### config.mk
export PLATFORM = sky130hd
export DESIGN_NAME = traffic_ctrl_n_flat
export DESIGN_NICKNAME = d
export VERILOG_FILES = /design/src/rtl/traffic_ctrl_n_pkg.sv /design/src/rtl/traffic_ctrl_n_if.sv /design/src/rtl/traffic_rr_arbiter.sv /design/src/rtl/traffic_ctrl_n.sv /design/src/flat_wrapper.sv
export SDC_FILE = /design/constraint.sdc
export NUM_CORES = 1
export LEC_CHECK = 0
export CAP_MARGIN = 5
export CELL_PAD_IN_SITES_DETAIL_PLACEMENT = 1
export CELL_PAD_IN_SITES_GLOBAL_PLACEMENT = 1
export CORE_ASPECT_RATIO = 1.25
export CORE_MARGIN = 2
export CORE_UTILIZATION = 40
export CTS_CLUSTER_SIZE = 25
export DETAILED_ROUTE_END_ITERATION = 7
export PLACE_DENSITY_LB_ADDON = 0.3
export RECOVER_POWER = 100
export SLEW_MARGIN = 20
export SYNTH_ARGS = -nofsm -noshare
export SYNTH_HDL_FRONTEND = slang
export SYNTH_SLANG_ARGS = --single-unit
### constraint.sdc
create_clock -name clk -period 3.34 [get_ports clk]
set_input_delay 0.835 -clock clk [delete_from_list [all_inputs] [get_ports clk]]
set_output_delay 0.835 -clock clk [all_outputs]
set_load 0.05 [all_outputs]
### src/rtl/traffic_ctrl_n_pkg.sv
// Shared types and constants for the N-way traffic-light controller.
// Optional green extension is enabled by TRAFFIC_GREEN_EXTEND_EN.
package traffic_pkg;

   typedef enum logic [2:0] {
      OFF,
      STARTUP,
      GREEN,
      YELLOW,
      ALLRED,
      ATTN
   } state_e;

   localparam logic [2:0] LAMP_OFF    = 3'b000;
   localparam logic [2:0] LAMP_RED    = 3'b100;
   localparam logic [2:0] LAMP_YELLOW = 3'b010;
   localparam logic [2:0] LAMP_GREEN  = 3'b001;

   localparam int STARTUP_HOLD = 2;

   function automatic int max2(input int a, input int b);
      return (a > b) ? a : b;
   endfunction

endpackage

### src/rtl/traffic_ctrl_n_if.sv
// Request inputs and lamp outputs of one intersection.
// master drives requests, slave is the controller.
interface traffic_ctrl_n_if
   import traffic_pkg::*;
#(
   parameter int N_LIGHTS = 4
);
   logic                     attention;
   logic                     preset;
   logic [N_LIGHTS-1:0]      preset_adds;
   logic [N_LIGHTS-1:0]      force_reds;
   logic [N_LIGHTS-1:0]      preferentials;
   logic [N_LIGHTS-1:0][0:2] ltfs;
   logic [N_LIGHTS-1:0]      lgreen;

   modport master (
      output attention, preset, preset_adds,
      output force_reds, preferentials,
      input  ltfs, lgreen
   );

   modport slave (
      input  attention, preset, preset_adds,
      input  force_reds, preferentials,
      output ltfs, lgreen
   );
endinterface

### src/rtl/traffic_rr_arbiter.sv
// Next-green selection: preset, then lowest preferential,
// then round-robin after the last green; forced-red lights never win.
module traffic_rr_arbiter
   import traffic_pkg::*;
#(
   parameter int N_LIGHTS = 4
) (
   input  logic [N_LIGHTS-1:0]         force_reds_i,
   input  logic                        preset_vld_i,
   input  logic [N_LIGHTS-1:0]         preset_oh_i,
   input  logic [N_LIGHTS-1:0]         prefs_i,
   input  logic [$clog2(N_LIGHTS)-1:0] last_i,
   output logic                        gnt_vld_o,
   output logic [$clog2(N_LIGHTS)-1:0] gnt_idx_o,
   output logic                        use_preset_o
);
   localparam int IW = $clog2(N_LIGHTS);

   logic          pre_any, pf_any, rr_any;
   logic [IW-1:0] pre_idx, pf_idx, rr_idx;
   logic          p_ok, f_ok, r_ok;

   always_comb begin
      pre_any = 1'b0;
      pre_idx = '0;
      pf_any  = 1'b0;
      pf_idx  = '0;
      rr_any  = 1'b0;
      rr_idx  = '0;
      // descending scans leave the lowest qualifying index
      for (int i = N_LIGHTS-1; i >= 0; i--) begin
         if (preset_oh_i[i]) begin
            pre_any = 1'b1;
            pre_idx = IW'(i);
         end
         if (prefs_i[i] && !force_reds_i[i]) begin
            pf_any = 1'b1;
            pf_idx = IW'(i);
         end
      end
      for (int k = N_LIGHTS; k >= 1; k--) begin
         if (!force_reds_i[(int'(last_i) + k) % N_LIGHTS]) begin
            rr_any = 1'b1;
            rr_idx = IW'((int'(last_i) + k) % N_LIGHTS);
         end
      end
   end

   assign p_ok = preset_vld_i && pre_any && !force_reds_i[pre_idx];
   assign f_ok = pf_any && !p_ok;
   assign r_ok = rr_any && !p_ok && !pf_any;

   always_comb begin
      gnt_vld_o    = 1'b0;
      gnt_idx_o    = '0;
      use_preset_o = 1'b0;
      unique case (1'b1)
         p_ok: begin
            gnt_vld_o    = 1'b1;
            gnt_idx_o    = pre_idx;
            use_preset_o = 1'b1;
         end
         f_ok: begin
            gnt_vld_o = 1'b1;
            gnt_idx_o = pf_idx;
         end
         r_ok: begin
            gnt_vld_o = 1'b1;
            gnt_idx_o = rr_idx;
         end
         default: ;
      endcase
   end
endmodule

### src/rtl/traffic_ctrl_n.sv
// N-way traffic-light controller with staggered startup and attention blink.
// TRAFFIC_GREEN_EXTEND_EN: a preferential for the green light extends it once.
module traffic_ctrl_n
   import traffic_pkg::*;
#(
   parameter int N_LIGHTS       = 4,
   parameter int STARTUP_CYCLES = 7,
   parameter int GREEN_CYCLES   = 8,
   parameter int YELLOW_CYCLES  = 2,
   parameter int ALLRED_CYCLES  = 1,
   parameter int BLINK_CYCLES   = 4
) (
   input logic            clk,
   input logic            rst,
   traffic_ctrl_n_if.slave bus
);
   localparam int IW   = $clog2(N_LIGHTS);
   localparam int MAXC = max2(max2(max2(STARTUP_CYCLES, GREEN_CYCLES),
                                   max2(YELLOW_CYCLES, ALLRED_CYCLES)),
                              max2(BLINK_CYCLES, STARTUP_HOLD));
   localparam int CW   = $clog2(MAXC) + 1;

   state_e                   state_q, state_d;
   logic [CW-1:0]            cnt_q, cnt_d;
   logic [IW-1:0]            idx_q, idx_d;
   logic [IW-1:0]            last_q, last_d;
   logic [N_LIGHTS-1:0]      pref_q, pref_d;
   logic                     pre_vld_q, pre_vld_d;
   logic [N_LIGHTS-1:0]      pre_oh_q, pre_oh_d;
   logic                     blink_q, blink_d;
   logic [N_LIGHTS-1:0][0:2] ltfs_q, ltfs_d;
   logic [N_LIGHTS-1:0]      lgreen_q, lgreen_d;

   logic                accept, cnt_one;
   logic [N_LIGHTS-1:0] pref_in, pref_eff, pre_oh_eff;
   logic                pre_vld_eff;
   logic                gnt_vld, use_preset;
   logic [IW-1:0]       gnt_idx;

`ifdef TRAFFIC_GREEN_EXTEND_EN
   logic [1:0]          ext_q, ext_d;
   logic [N_LIGHTS-1:0] gmask;
   assign gmask   = (state_q == GREEN) ? (N_LIGHTS'(1) << idx_q) : '0;
   assign pref_in = bus.preferentials & ~gmask;
`else
   assign pref_in = bus.preferentials;
`endif

   assign accept      = (state_q != OFF) && (state_q != STARTUP);
   assign cnt_one     = (cnt_q == CW'(1));
   assign pref_eff    = accept ? (pref_q | pref_in) : pref_q;
   assign pre_vld_eff = (accept && bus.preset) ? |bus.preset_adds : pre_vld_q;
   assign pre_oh_eff  = (accept && bus.preset) ? bus.preset_adds : pre_oh_q;

   traffic_rr_arbiter #(
      .N_LIGHTS (N_LIGHTS)
   ) u_arb (
      .force_reds_i (bus.force_reds),
      .preset_vld_i (pre_vld_eff),
      .preset_oh_i  (pre_oh_eff),
      .prefs_i      (pref_eff),
      .last_i       (last_q),
      .gnt_vld_o    (gnt_vld),
      .gnt_idx_o    (gnt_idx),
      .use_preset_o (use_preset)
   );

   always_comb begin
      state_d   = state_q;
      cnt_d     = cnt_q;
      idx_d     = idx_q;
      last_d    = last_q;
      pref_d    = pref_eff;
      pre_vld_d = pre_vld_eff;
      pre_oh_d  = pre_oh_eff;
      blink_d   = blink_q;
`ifdef TRAFFIC_GREEN_EXTEND_EN
      ext_d     = ext_q;
`endif
      if (accept && bus.attention && state_q != ATTN) begin
         state_d = ATTN;
         cnt_d   = CW'(BLINK_CYCLES);
         blink_d = 1'b1;
      end else begin
         unique case (state_q)
            OFF: begin
               if (cnt_one) begin
                  state_d = STARTUP;
                  idx_d   = '0;
                  cnt_d   = CW'(STARTUP_CYCLES);
               end else cnt_d = cnt_q - CW'(1);
            end
            STARTUP: begin
               if (!cnt_one) cnt_d = cnt_q - CW'(1);
               else if (idx_q == IW'(N_LIGHTS-1)) begin
                  state_d = ALLRED;
                  cnt_d   = CW'(ALLRED_CYCLES);
                  last_d  = IW'(N_LIGHTS-1);
               end else begin
                  idx_d = idx_q + IW'(1);
                  cnt_d = (idx_d == IW'(N_LIGHTS-1)) ?
                          CW'(1) : CW'(STARTUP_CYCLES);
               end
            end
            ALLRED: begin
               if (cnt_q > CW'(1)) cnt_d = cnt_q - CW'(1);
               else if (gnt_vld) begin
                  state_d         = GREEN;
                  cnt_d           = CW'(GREEN_CYCLES);
                  idx_d           = gnt_idx;
                  last_d          = gnt_idx;
                  pref_d[gnt_idx] = 1'b0;
                  if (use_preset) pre_vld_d = 1'b0;
`ifdef TRAFFIC_GREEN_EXTEND_EN
                  ext_d = 2'b00;
`endif
               end
            end
            GREEN: begin
`ifdef TRAFFIC_GREEN_EXTEND_EN
               if (bus.preferentials[idx_q]) ext_d[0] = 1'b1;
`endif
               if (bus.force_reds[idx_q]) begin
                  state_d = YELLOW;
                  cnt_d   = CW'(YELLOW_CYCLES);
               end else if (cnt_one) begin
`ifdef TRAFFIC_GREEN_EXTEND_EN
                  if ((ext_q[0] || bus.preferentials[idx_q]) && !ext_q[1]) begin
                     cnt_d    = CW'(GREEN_CYCLES);
                     ext_d[1] = 1'b1;
                  end else begin
                     state_d = YELLOW;
                     cnt_d   = CW'(YELLOW_CYCLES);
                  end
`else
                  state_d = YELLOW;
                  cnt_d   = CW'(YELLOW_CYCLES);
`endif
               end else cnt_d = cnt_q - CW'(1);
            end
            YELLOW: begin
               if (cnt_one) begin
                  state_d = ALLRED;
                  cnt_d   = CW'(ALLRED_CYCLES);
               end else cnt_d = cnt_q - CW'(1);
            end
            ATTN: begin
               if (!bus.attention) begin
                  state_d = ALLRED;
                  cnt_d   = CW'(ALLRED_CYCLES);
               end else if (cnt_one) begin
                  blink_d = !blink_q;
                  cnt_d   = CW'(BLINK_CYCLES);
               end else cnt_d = cnt_q - CW'(1);
            end
            default: state_d = OFF;
         endcase
      end
   end

   // lamps decoded from next state so outputs come straight from flops
   always_comb begin
      ltfs_d   = '0;
      lgreen_d = '0;
      unique case (state_d)
         STARTUP: begin
            for (int i = 0; i < N_LIGHTS; i++)
               if (i <= int'(idx_d)) ltfs_d[i] = LAMP_RED;
         end
         ALLRED: begin
            for (int i = 0; i < N_LIGHTS; i++) ltfs_d[i] = LAMP_RED;
         end
         GREEN: begin
            for (int i = 0; i < N_LIGHTS; i++) ltfs_d[i] = LAMP_RED;
            ltfs_d[idx_d]   = LAMP_GREEN;
            lgreen_d[idx_d] = 1'b1;
         end
         YELLOW: begin
            for (int i = 0; i < N_LIGHTS; i++) ltfs_d[i] = LAMP_RED;
            ltfs_d[idx_d] = LAMP_YELLOW;
         end
         ATTN: begin
            for (int i = 0; i < N_LIGHTS; i++)
               ltfs_d[i] = blink_d ? LAMP_YELLOW : LAMP_OFF;
         end
         default: ;
      endcase
   end

   always_ff @(posedge clk) begin
      if (rst) begin
         state_q   <= OFF;
         cnt_q     <= CW'(STARTUP_HOLD);
         idx_q     <= '0;
         last_q    <= '0;
         pref_q    <= '0;
         pre_vld_q <= 1'b0;
         pre_oh_q  <= '0;
         blink_q   <= 1'b0;
         ltfs_q    <= '0;
         lgreen_q  <= '0;
      end else begin
         state_q   <= state_d;
         cnt_q     <= cnt_d;
         idx_q     <= idx_d;
         last_q    <= last_d;
         pref_q    <= pref_d;
         pre_vld_q <= pre_vld_d;
         pre_oh_q  <= pre_oh_d;
         blink_q   <= blink_d;
         ltfs_q    <= ltfs_d;
         lgreen_q  <= lgreen_d;
      end
   end

`ifdef TRAFFIC_GREEN_EXTEND_EN
   always_ff @(posedge clk) begin
      if (rst) ext_q <= 2'b00;
      else     ext_q <= ext_d;
   end
`endif

   assign bus.ltfs   = ltfs_q;
   assign bus.lgreen = lgreen_q;
endmodule
### src/flat_wrapper.sv
// flat-port wrapper written by rule: the top's interface ports become plain ports
module traffic_ctrl_n_flat import traffic_pkg::*;
#(
   parameter int N_LIGHTS       = 4,
   parameter int STARTUP_CYCLES = 7,
   parameter int GREEN_CYCLES   = 8,
   parameter int YELLOW_CYCLES  = 2,
   parameter int ALLRED_CYCLES  = 1,
   parameter int BLINK_CYCLES   = 4
)
  (clk, rst, bus_attention, bus_preset, bus_preset_adds, bus_force_reds, bus_preferentials, bus_ltfs, bus_lgreen);
  traffic_ctrl_n_if #(.N_LIGHTS(N_LIGHTS)) bus_i ();
  input logic clk;
  input logic rst;
  input wire logic [$bits(bus_i.attention)-1:0] bus_attention;
  input wire logic [$bits(bus_i.preset)-1:0] bus_preset;
  input wire logic [$bits(bus_i.preset_adds)-1:0] bus_preset_adds;
  input wire logic [$bits(bus_i.force_reds)-1:0] bus_force_reds;
  input wire logic [$bits(bus_i.preferentials)-1:0] bus_preferentials;
  output wire logic [$bits(bus_i.ltfs)-1:0] bus_ltfs;
  output wire logic [$bits(bus_i.lgreen)-1:0] bus_lgreen;
  assign bus_i.attention = bus_attention;
  assign bus_i.preset = bus_preset;
  assign bus_i.preset_adds = bus_preset_adds;
  assign bus_i.force_reds = bus_force_reds;
  assign bus_i.preferentials = bus_preferentials;
  assign bus_ltfs = bus_i.ltfs;
  assign bus_lgreen = bus_i.lgreen;
  traffic_ctrl_n #(.N_LIGHTS(N_LIGHTS), .STARTUP_CYCLES(STARTUP_CYCLES), .GREEN_CYCLES(GREEN_CYCLES), .YELLOW_CYCLES(YELLOW_CYCLES), .ALLRED_CYCLES(ALLRED_CYCLES), .BLINK_CYCLES(BLINK_CYCLES)) u_core (.clk(clk), .rst(rst), .bus(bus_i));
endmodule
Word level (Yosys, flattened, before mapping)
Index checks and enable logic that the tools add are counted.
{"block": "totals", "regBits": 37, "output_inout_bits": 16, "in_bits": 16, "elab_cells": 210}
{"block": "op_classes", "magnitude_cmp": 14, "n_eq_ne": 21, "n_bitwise": 10, "muxes": 106, "n_reduce_logical": 39, "n_addsub": 6}
{"cell": "4-bit two-way mux", "count": 16}
{"cell": "12-bit one-hot mux with 5 select lines", "count": 1}
{"cell": "3-bit two-way mux", "count": 16}
{"cell": "2-bit two-way mux", "count": 23}
{"cell": "1-bit two-way mux", "count": 36}
{"cell": "4-bit one-hot mux with 6 select lines", "count": 1}
{"cell": "3-bit one-hot mux with 6 select lines", "count": 1}
{"cell": "3-bit by 4-bit < comparator with 1-bit output (second input constant)", "count": 4}
{"cell": "1-bit logical AND", "count": 15}
{"cell": "1-bit binary-select mux with 2-bit select", "count": 6}
{"cell": "3-bit by 2-bit == test with 1-bit output (second input constant)", "count": 4}
{"cell": "3-bit == test (second input constant)", "count": 4}
{"cell": "2-bit by 3-bit < comparator with 1-bit output (second input constant)", "count": 4}
{"cell": "2-bit one-hot mux with 3 select lines", "count": 2}
{"cell": "2-bit OR reduction", "count": 6}
{"cell": "1-bit logical NOT", "count": 8}
{"cell": "4-bit inverter", "count": 2}
{"cell": "7-bit nonzero test", "count": 1}
{"cell": "2-bit by 1-bit adder with 2-bit output (second input constant)", "count": 3}
{"cell": "3-bit demux with 2-bit select", "count": 1}
{"cell": "3-bit by 1-bit == test with 1-bit output (second input constant)", "count": 2}
{"cell": "2-bit by 1-bit != test with 1-bit output (second input constant)", "count": 3}
{"cell": "3-bit by 1-bit != test with 1-bit output (second input constant)", "count": 2}
{"cell": "6-bit AND reduction", "count": 1}
{"cell": "other kinds (24)", "count": 34}

Depth between registers and ports, before layout
{"block": "depth", "word_depth": 27, "mapped_depth": 11, "depth_no_buf": 10}

Hierarchy
From an unflattened synthesis, not the netlist that was laid out.
{"block": "unflattened", "cells_unflattened": 295, "area_unflattened_um2": 2409.8}
{"mod": "traffic_ctrl_n", "cells_per_inst": 256, "instances": 1, "area_per_inst_um2": 2157.1, "seq_area_each_um2": 740.7}
{"mod": "traffic_rr_arbiter", "cells_per_inst": 39, "instances": 1, "area_per_inst_um2": 252.7, "seq_area_each_um2": 0.0}

Worst setup path after synthesis
Ideal clock, no wire load.
{"block": "synth_path", "path_type": "input-to-reg", "start": "in bus_force_reds[2]", "end": "reg u_core.ltfs_q, in the netlist u_core.bus.ltfs[5]", "required_ns": 3.220, "arrival_time_ns": 2.908, "path_stages": 10, "path_buffers": 2, "setup_slack_ns": 0.312, "setup_ns": 0.120, "cell_sequence": "clkbuf_1 nand2_1 a2111oi_0 or3_4 a211oi_4 mux2i_1 a21o_1 buf_2 o31a_1 o31a_1"}
{"block": "synth_via", "elab_chain_len": 21, "elab_cells_between_ends": 65, "classes_between": "3 x order compare; 5 x eq/ne; 45 x mux; 1 x bitwise; 11 x reduce/logical"}
{"element": "start, declared", "line_no": "flat_wrapper.sv:18", "rtl": "input wire logic [$bits(bus_i.force_reds)-1:0] bus_force_reds;"}
{"element": "1-bit binary-select mux with 2-bit select", "line_no": "traffic_rr_arbiter.sv:42", "rtl": "if (!force_reds_i[(int'(last_i) + k) % N_LIGHTS]) begin"}
{"element": "1-bit two-way mux (not written as such) (2 in a row)", "line_no": "traffic_rr_arbiter.sv:42"}
{"element": "1-bit two-way mux (4 in a row)", "line_no": "traffic_rr_arbiter.sv:42"}
{"element": "1-bit logical AND (2 in a row)", "line_no": "traffic_rr_arbiter.sv:51", "rtl": "assign r_ok = rr_any && !p_ok && !pf_any;"}
{"element": "3-bit OR reduction (no source line)"}
{"element": "1-bit two-way mux", "line_no": "traffic_rr_arbiter.sv:57", "rtl": "unique case (1'b1)"}
{"element": "2-bit two-way mux", "line_no": "traffic_ctrl_n.sv:107", "rtl": "else if (gnt_vld) begin"}
{"element": "2-bit two-way mux", "line_no": "traffic_ctrl_n.sv:106", "rtl": "if (cnt_q > CW'(1)) cnt_d = cnt_q - CW'(1);"}
{"element": "2-bit one-hot mux with 3 select lines", "line_no": "traffic_ctrl_n.sv:85", "rtl": "unique case (state_q)"}
{"element": "2-bit two-way mux", "line_no": "traffic_ctrl_n.sv:80", "rtl": "if (accept && bus.attention && state_q != ATTN) begin"}
{"element": "2-bit by 3-bit < comparator with 1-bit output (not written as such) / 2-bit by 1-bit greater-or-equal comparator with 1-bit output (equally long branches)", "line_no": "traffic_ctrl_n.sv:175, traffic_ctrl_n.sv:180"}
{"element": "1-bit logical AND (not written as such)", "line_no": "traffic_ctrl_n.sv:175, traffic_ctrl_n.sv:180"}
{"element": "3-bit two-way mux (not written as such)", "line_no": "traffic_ctrl_n.sv:175, traffic_ctrl_n.sv:180"}
{"element": "3-bit demux with 2-bit select"}
{"element": "4-bit inverter (no source line)"}
{"element": "12-bit one-hot mux with 5 select lines *", "line_no": "traffic_ctrl_n.sv:165", "rtl": "unique case (state_d)"}
{"element": "end signal, assigned", "line_no": "traffic_ctrl_n.sv:211", "rtl": "ltfs_q <= ltfs_d;"}
{"element": "end, declared", "line_no": "traffic_ctrl_n.sv:31", "rtl": "logic [N_LIGHTS-1:0][0:2] ltfs_q, ltfs_d;"}
Mark *: on every way between the ends. The rest lies on a longest branch, timed or not. The select of a mux whose other input is x is not followed.
A chain may end at the register's enable or synchronous reset.

Worst setup path after layout
{"block": "layout_path", "start": "in bus_force_reds[3]", "end": "reg u_core.ltfs_q, in the netlist u_core.bus.ltfs[7]"}
{"block": "layout_via", "elab_chain_len": 20, "elab_cells_between_ends": 64, "classes_between": "2 x order compare; 5 x eq/ne; 46 x mux; 11 x reduce/logical"}
{"element": "1-bit binary-select mux with 2-bit select", "line_no": "traffic_rr_arbiter.sv:42"}
{"element": "1-bit two-way mux (not written as such) (2 in a row)", "line_no": "traffic_rr_arbiter.sv:42"}
{"element": "1-bit two-way mux (4 in a row)", "line_no": "traffic_rr_arbiter.sv:42"}
{"element": "1-bit logical AND (2 in a row)", "line_no": "traffic_rr_arbiter.sv:51"}
{"element": "3-bit OR reduction (no source line)"}
{"element": "1-bit two-way mux", "line_no": "traffic_rr_arbiter.sv:57"}
{"element": "2-bit two-way mux", "line_no": "traffic_ctrl_n.sv:107"}
{"element": "2-bit two-way mux", "line_no": "traffic_ctrl_n.sv:106"}
{"element": "2-bit one-hot mux with 3 select lines", "line_no": "traffic_ctrl_n.sv:85"}
{"element": "2-bit two-way mux", "line_no": "traffic_ctrl_n.sv:80"}
{"element": "2-bit by 3-bit < comparator with 1-bit output (not written as such) / 2-bit by 1-bit greater-or-equal comparator with 1-bit output (equally long branches)", "line_no": "traffic_ctrl_n.sv:180", "rtl": "ltfs_d[idx_d] = LAMP_YELLOW;"}
{"element": "1-bit logical AND (not written as such)", "line_no": "traffic_ctrl_n.sv:180"}
{"element": "3-bit two-way mux (not written as such)", "line_no": "traffic_ctrl_n.sv:180"}
{"element": "3-bit demux with 2-bit select"}
{"element": "12-bit one-hot mux with 5 select lines *", "line_no": "traffic_ctrl_n.sv:165"}
Marked as above.

==> reports/summary.txt <==
Outcome -> completed
Hold Slack -> 0.4912 ns
Maximum clock frequency -> 310.1 MHz
Share of post-route cells with drive strength above 1 -> 16.76%
Routed vias -> 2613
Ys flop type -> sky130_fd_sc_hd__dfxtp_1
Remaining antenna violation count -> 0
Simple-gate share of the synthesized area -> 29.03%
Initial Util -> 41.00%
RSZ-0062 raised after global routing -> yes
Worst IR drop on VDD -> 0.1824 mV
Setup Buffers After CTS -> 0
Main combinational cell family by area after synthesis -> compound AO/OA/AOI/OAI gates
Fraction of the mapped netlist area in compound gates -> 29.82%
#FFs+latches synth -> 37
Element type at the critical path end -> register
Number of flops mapped to enable cells by yosys -> 0
Number of buffers inserted during clock tree synthesis -> 5
Count of input and output buffers -> 31
H-tree depth reported by CTS -> 2
Total negative setup slack -> 0 ns
Classification of the worst-slack hold path -> register to register
Total design power -> 1.166 mW
Placed cell area -> 2920 um2
FFs w/ async S/R, synth -> 0%
Via density per instance -> 6.077
Utilization of the core after routing -> 53.60%
Worst clock skew -> 0.01083 ns
Number of pins exceeding their max-slew limit in the final report -> 0
Nets -> 381
Setup WS pre-CTS -> -0.2524 ns
Die Y -> 89.76 um
Die extent in x -> 72.61 um
Combined area of all synthesized cells -> 2354 um2
Worst path setup slack after routing -> 0.1149 ns
Time the worst path needs with I/O delays and setup -> 3.225 ns
Crit path required time -> 3.53 ns
Number of setup violations in the final report -> 0
Count of hold-fix buffers inserted at cts -> 0
Inserted Diodes -> 0
Combined global-route utilization of all metal layers -> 25.18%
Fill cell count -> 720
CTS resizes -> 1
Syn_area_per_cell -> 7.568 um2
Final non-filler cell total -> 430
DRT Pass-1 Iters -> 4
Portion of the clock cycle consumed by the worst path in the final layout -> 96.56%
Global placer's final weighted congestion -> 0.8581
DRC -> 0
Classification of the worst setup path -> primary input to register
Mapped Cells -> 311
GR Overflow Total -> 0
Sum of net half-perimeters after detailed placement -> 5915 um
YS warnings -> 0
Normalized max-slew margin -> 51.76%
Xor and xnor area share after synthesis -> 0.3721%
Wirelength, routed -> 7935 um
Most frequent cells in the layout -> 38 x sky130_fd_sc_hd__buf_4, 37 x sky130_fd_sc_hd__dfxtp_1, 31 x sky130_fd_sc_hd__nor2_1, 31 x sky130_fd_sc_hd__clkdlybuf4s50_1, 30 x sky130_fd_sc_hd__a21oi_1
CTS clk-pin slew, worst paths -> 0.09 ns
First-pass GRT wire length -> 13090 um
CP startpoint kind -> primary input
Worst Path Max Fanout -> 8
Clock latency reported for the late side of the worst-skew pair -> 0.30 ns
Core Footprint -> 5741 um2
TritonCTS clock tree -> yes
Mux cell area share after synthesis -> 2.233%
Nets in the synthesized netlist -> 329
Initial DRC count -> 123
Via count of the first global-routing pass -> 2744
Top-Level Pins -> 32
Maximum count of clock buffers along a single path -> 2
Post-Layout Inst Area -> 3077 um2
Clock root buffer master -> sky130_fd_sc_hd__clkbuf_8
Routed wire per std cell -> 18.45 um
Actual transition at the worst max-transition pin -> 0.7226 ns
Most common cell after layout, fill and taps aside -> sky130_fd_sc_hd__buf_4
Die outline area -> 6517 um2
Row Count -> 31
PwrDens -> 378.8 nW/um2
Post-Synth Adder-Cell Area -> 1.063%
Number of different library cells in the post-synthesis netlist -> 59
Worst path arrival time -> 3.42 ns
Pin count of the biggest net entering global routing -> 23
Cell count after placement -> 422
Final Hold Viols -> 0
Area overhead of the layout relative to synthesis -> 30.73%
Antenna violations before repair -> 0
Leakage power total -> 1.103 nW
Sequential fraction of the synthesis area -> 31.47%
Max-capacitance violation count -> 0
CTS sink cnt -> 37
## cells in the mapped netlist, types with 2 or more instances
cell type / count / area, um2
sky130_fd_sc_hd__inv_1: 8 / 30.03
sky130_fd_sc_hd__a211o_1: 4 / 35.03
sky130_fd_sc_hd__nand2_1: 25 / 93.84
sky130_fd_sc_hd__a31oi_1: 4 / 25.02
sky130_fd_sc_hd__or4_1: 3 / 22.52
sky130_fd_sc_hd__ha_1: 2 / 25.02
sky130_fd_sc_hd__nand4_1: 3 / 18.77
sky130_fd_sc_hd__nor2_1: 31 / 116.4
sky130_fd_sc_hd__buf_2: 2 / 10.01
sky130_fd_sc_hd__buf_6: 2 / 22.52
sky130_fd_sc_hd__o211ai_1: 2 / 15.01
sky130_fd_sc_hd__o22a_1: 3 / 26.28
sky130_fd_sc_hd__nand2b_1: 7 / 43.79
sky130_fd_sc_hd__o31a_1: 2 / 17.52
sky130_fd_sc_hd__a311oi_1: 3 / 26.28
sky130_fd_sc_hd__o22ai_1: 3 / 18.77
sky130_fd_sc_hd__nor2b_1: 11 / 68.82
sky130_fd_sc_hd__a41oi_1: 2 / 17.52
sky130_fd_sc_hd__nor3_1: 24 / 120.1
sky130_fd_sc_hd__o21a_1: 3 / 22.52
sky130_fd_sc_hd__nand3_1: 6 / 30.03
sky130_fd_sc_hd__or3_1: 2 / 12.51
sky130_fd_sc_hd__o2bb2ai_1: 2 / 17.52
sky130_fd_sc_hd__nand3b_1: 4 / 30.03
sky130_fd_sc_hd__and2_1: 2 / 12.51
sky130_fd_sc_hd__dfxtp_1: 37 / 740.7
sky130_fd_sc_hd__o31ai_1: 7 / 52.55
sky130_fd_sc_hd__a21oi_1: 30 / 150.1
sky130_fd_sc_hd__nor4_1: 2 / 12.51
sky130_fd_sc_hd__a211oi_1: 5 / 37.54
sky130_fd_sc_hd__mux2i_1: 3 / 30.03
sky130_fd_sc_hd__a221oi_1: 2 / 17.52
sky130_fd_sc_hd__o21ai_0: 17 / 85.08
sky130_fd_sc_hd__nor3b_1: 3 / 22.52
sky130_fd_sc_hd__or2_2: 4 / 25.02
sky130_fd_sc_hd__clkbuf_1: 18 / 67.56
## state kept, by name (all words and copies together) (netlist names)
| signal | flops |
|---|---|
| u_core.pre_oh_q | 4 |
| u_core.pre_vld_q | 1 |
| u_core.last_q | 2 |
| u_core.cnt_q | 4 |
| u_core.bus.ltfs | 12 |
| u_core.idx_q | 2 |
| u_core.bus.lgreen | 4 |
| u_core.blink_q | 1 |
| u_core.state_q | 3 |
| u_core.pref_q | 4 |
## kinds of logic after synthesis
kind of cell | count (synthesis)
flops | 37
fa+ha+maj | 2
simple gates | 133
compound gates | 102
mux | 4
buf+inv | 32
xor+xnor | 1
## routing by layer
metal / vias up / routed length [um] / GRT usage, % / part of all wire (%)
met5: - / 0 / 0 / 0
met4: 0 / 134 / 8.179 / 1.7
met3: 11 / 324 / 4.372 / 4.1
met2: 60 / 4239 / 44.92 / 53
met1: 1292 / 3237 / 29.70 / 41
li1: 1250 / - / - / -
## worst paths after layout
check / from / to / slack (ns) / cells past startpoint
max: bus_force_reds[3] / u_core.bus.ltfs[7] / 0.11 / 10
min: u_core.last_q[0] / u_core.last_q[0] / 0.49 / 2
max reg2reg: u_core.state_q[2] / u_core.bus.ltfs[1] / 0.57 / 8
min reg2reg: u_core.last_q[0] / u_core.last_q[0] / 0.49 / 2
## worst max-delay path, cell delays in order
cell and delay, ns:
sky130_fd_sc_hd__clkdlybuf4s50_1 0.45, sky130_fd_sc_hd__buf_4 0.18, sky130_fd_sc_hd__and4_1 0.23, sky130_fd_sc_hd__or4_1 0.62
sky130_fd_sc_hd__a221oi_2 0.36, sky130_fd_sc_hd__buf_4 0.17, sky130_fd_sc_hd__nand2b_1 0.07, sky130_fd_sc_hd__inv_1 0.08
sky130_fd_sc_hd__nand2_1 0.11, sky130_fd_sc_hd__o31ai_1 0.30
## power breakdown
part / leakage (nW) / internal [mW] / switching (mW)
Sequential: 0.299 / 0.451 / 0.0198
Combinational: 0.735 / 0.0954 / 0.113
Clock: 0.0687 / 0.301 / 0.186
Total: 1.10 / 0.847 / 0.318
## area by class of cell
cell class | count | area, um2 | area share (%)
multi-input cells | 242 | 1490 | 48.43
flip-flops and latches | 37 | 740.7 | 24.07
repair buffers | 69 | 595.6 | 19.36
well taps | 66 | 82.58 | 2.684
clock buffers | 5 | 68.82 | 2.237
clock inverters | 3 | 68.82 | 2.237
inverters | 8 | 30.03 | 0.9760
No activity file was read; power rests on OpenSTA's default activity.
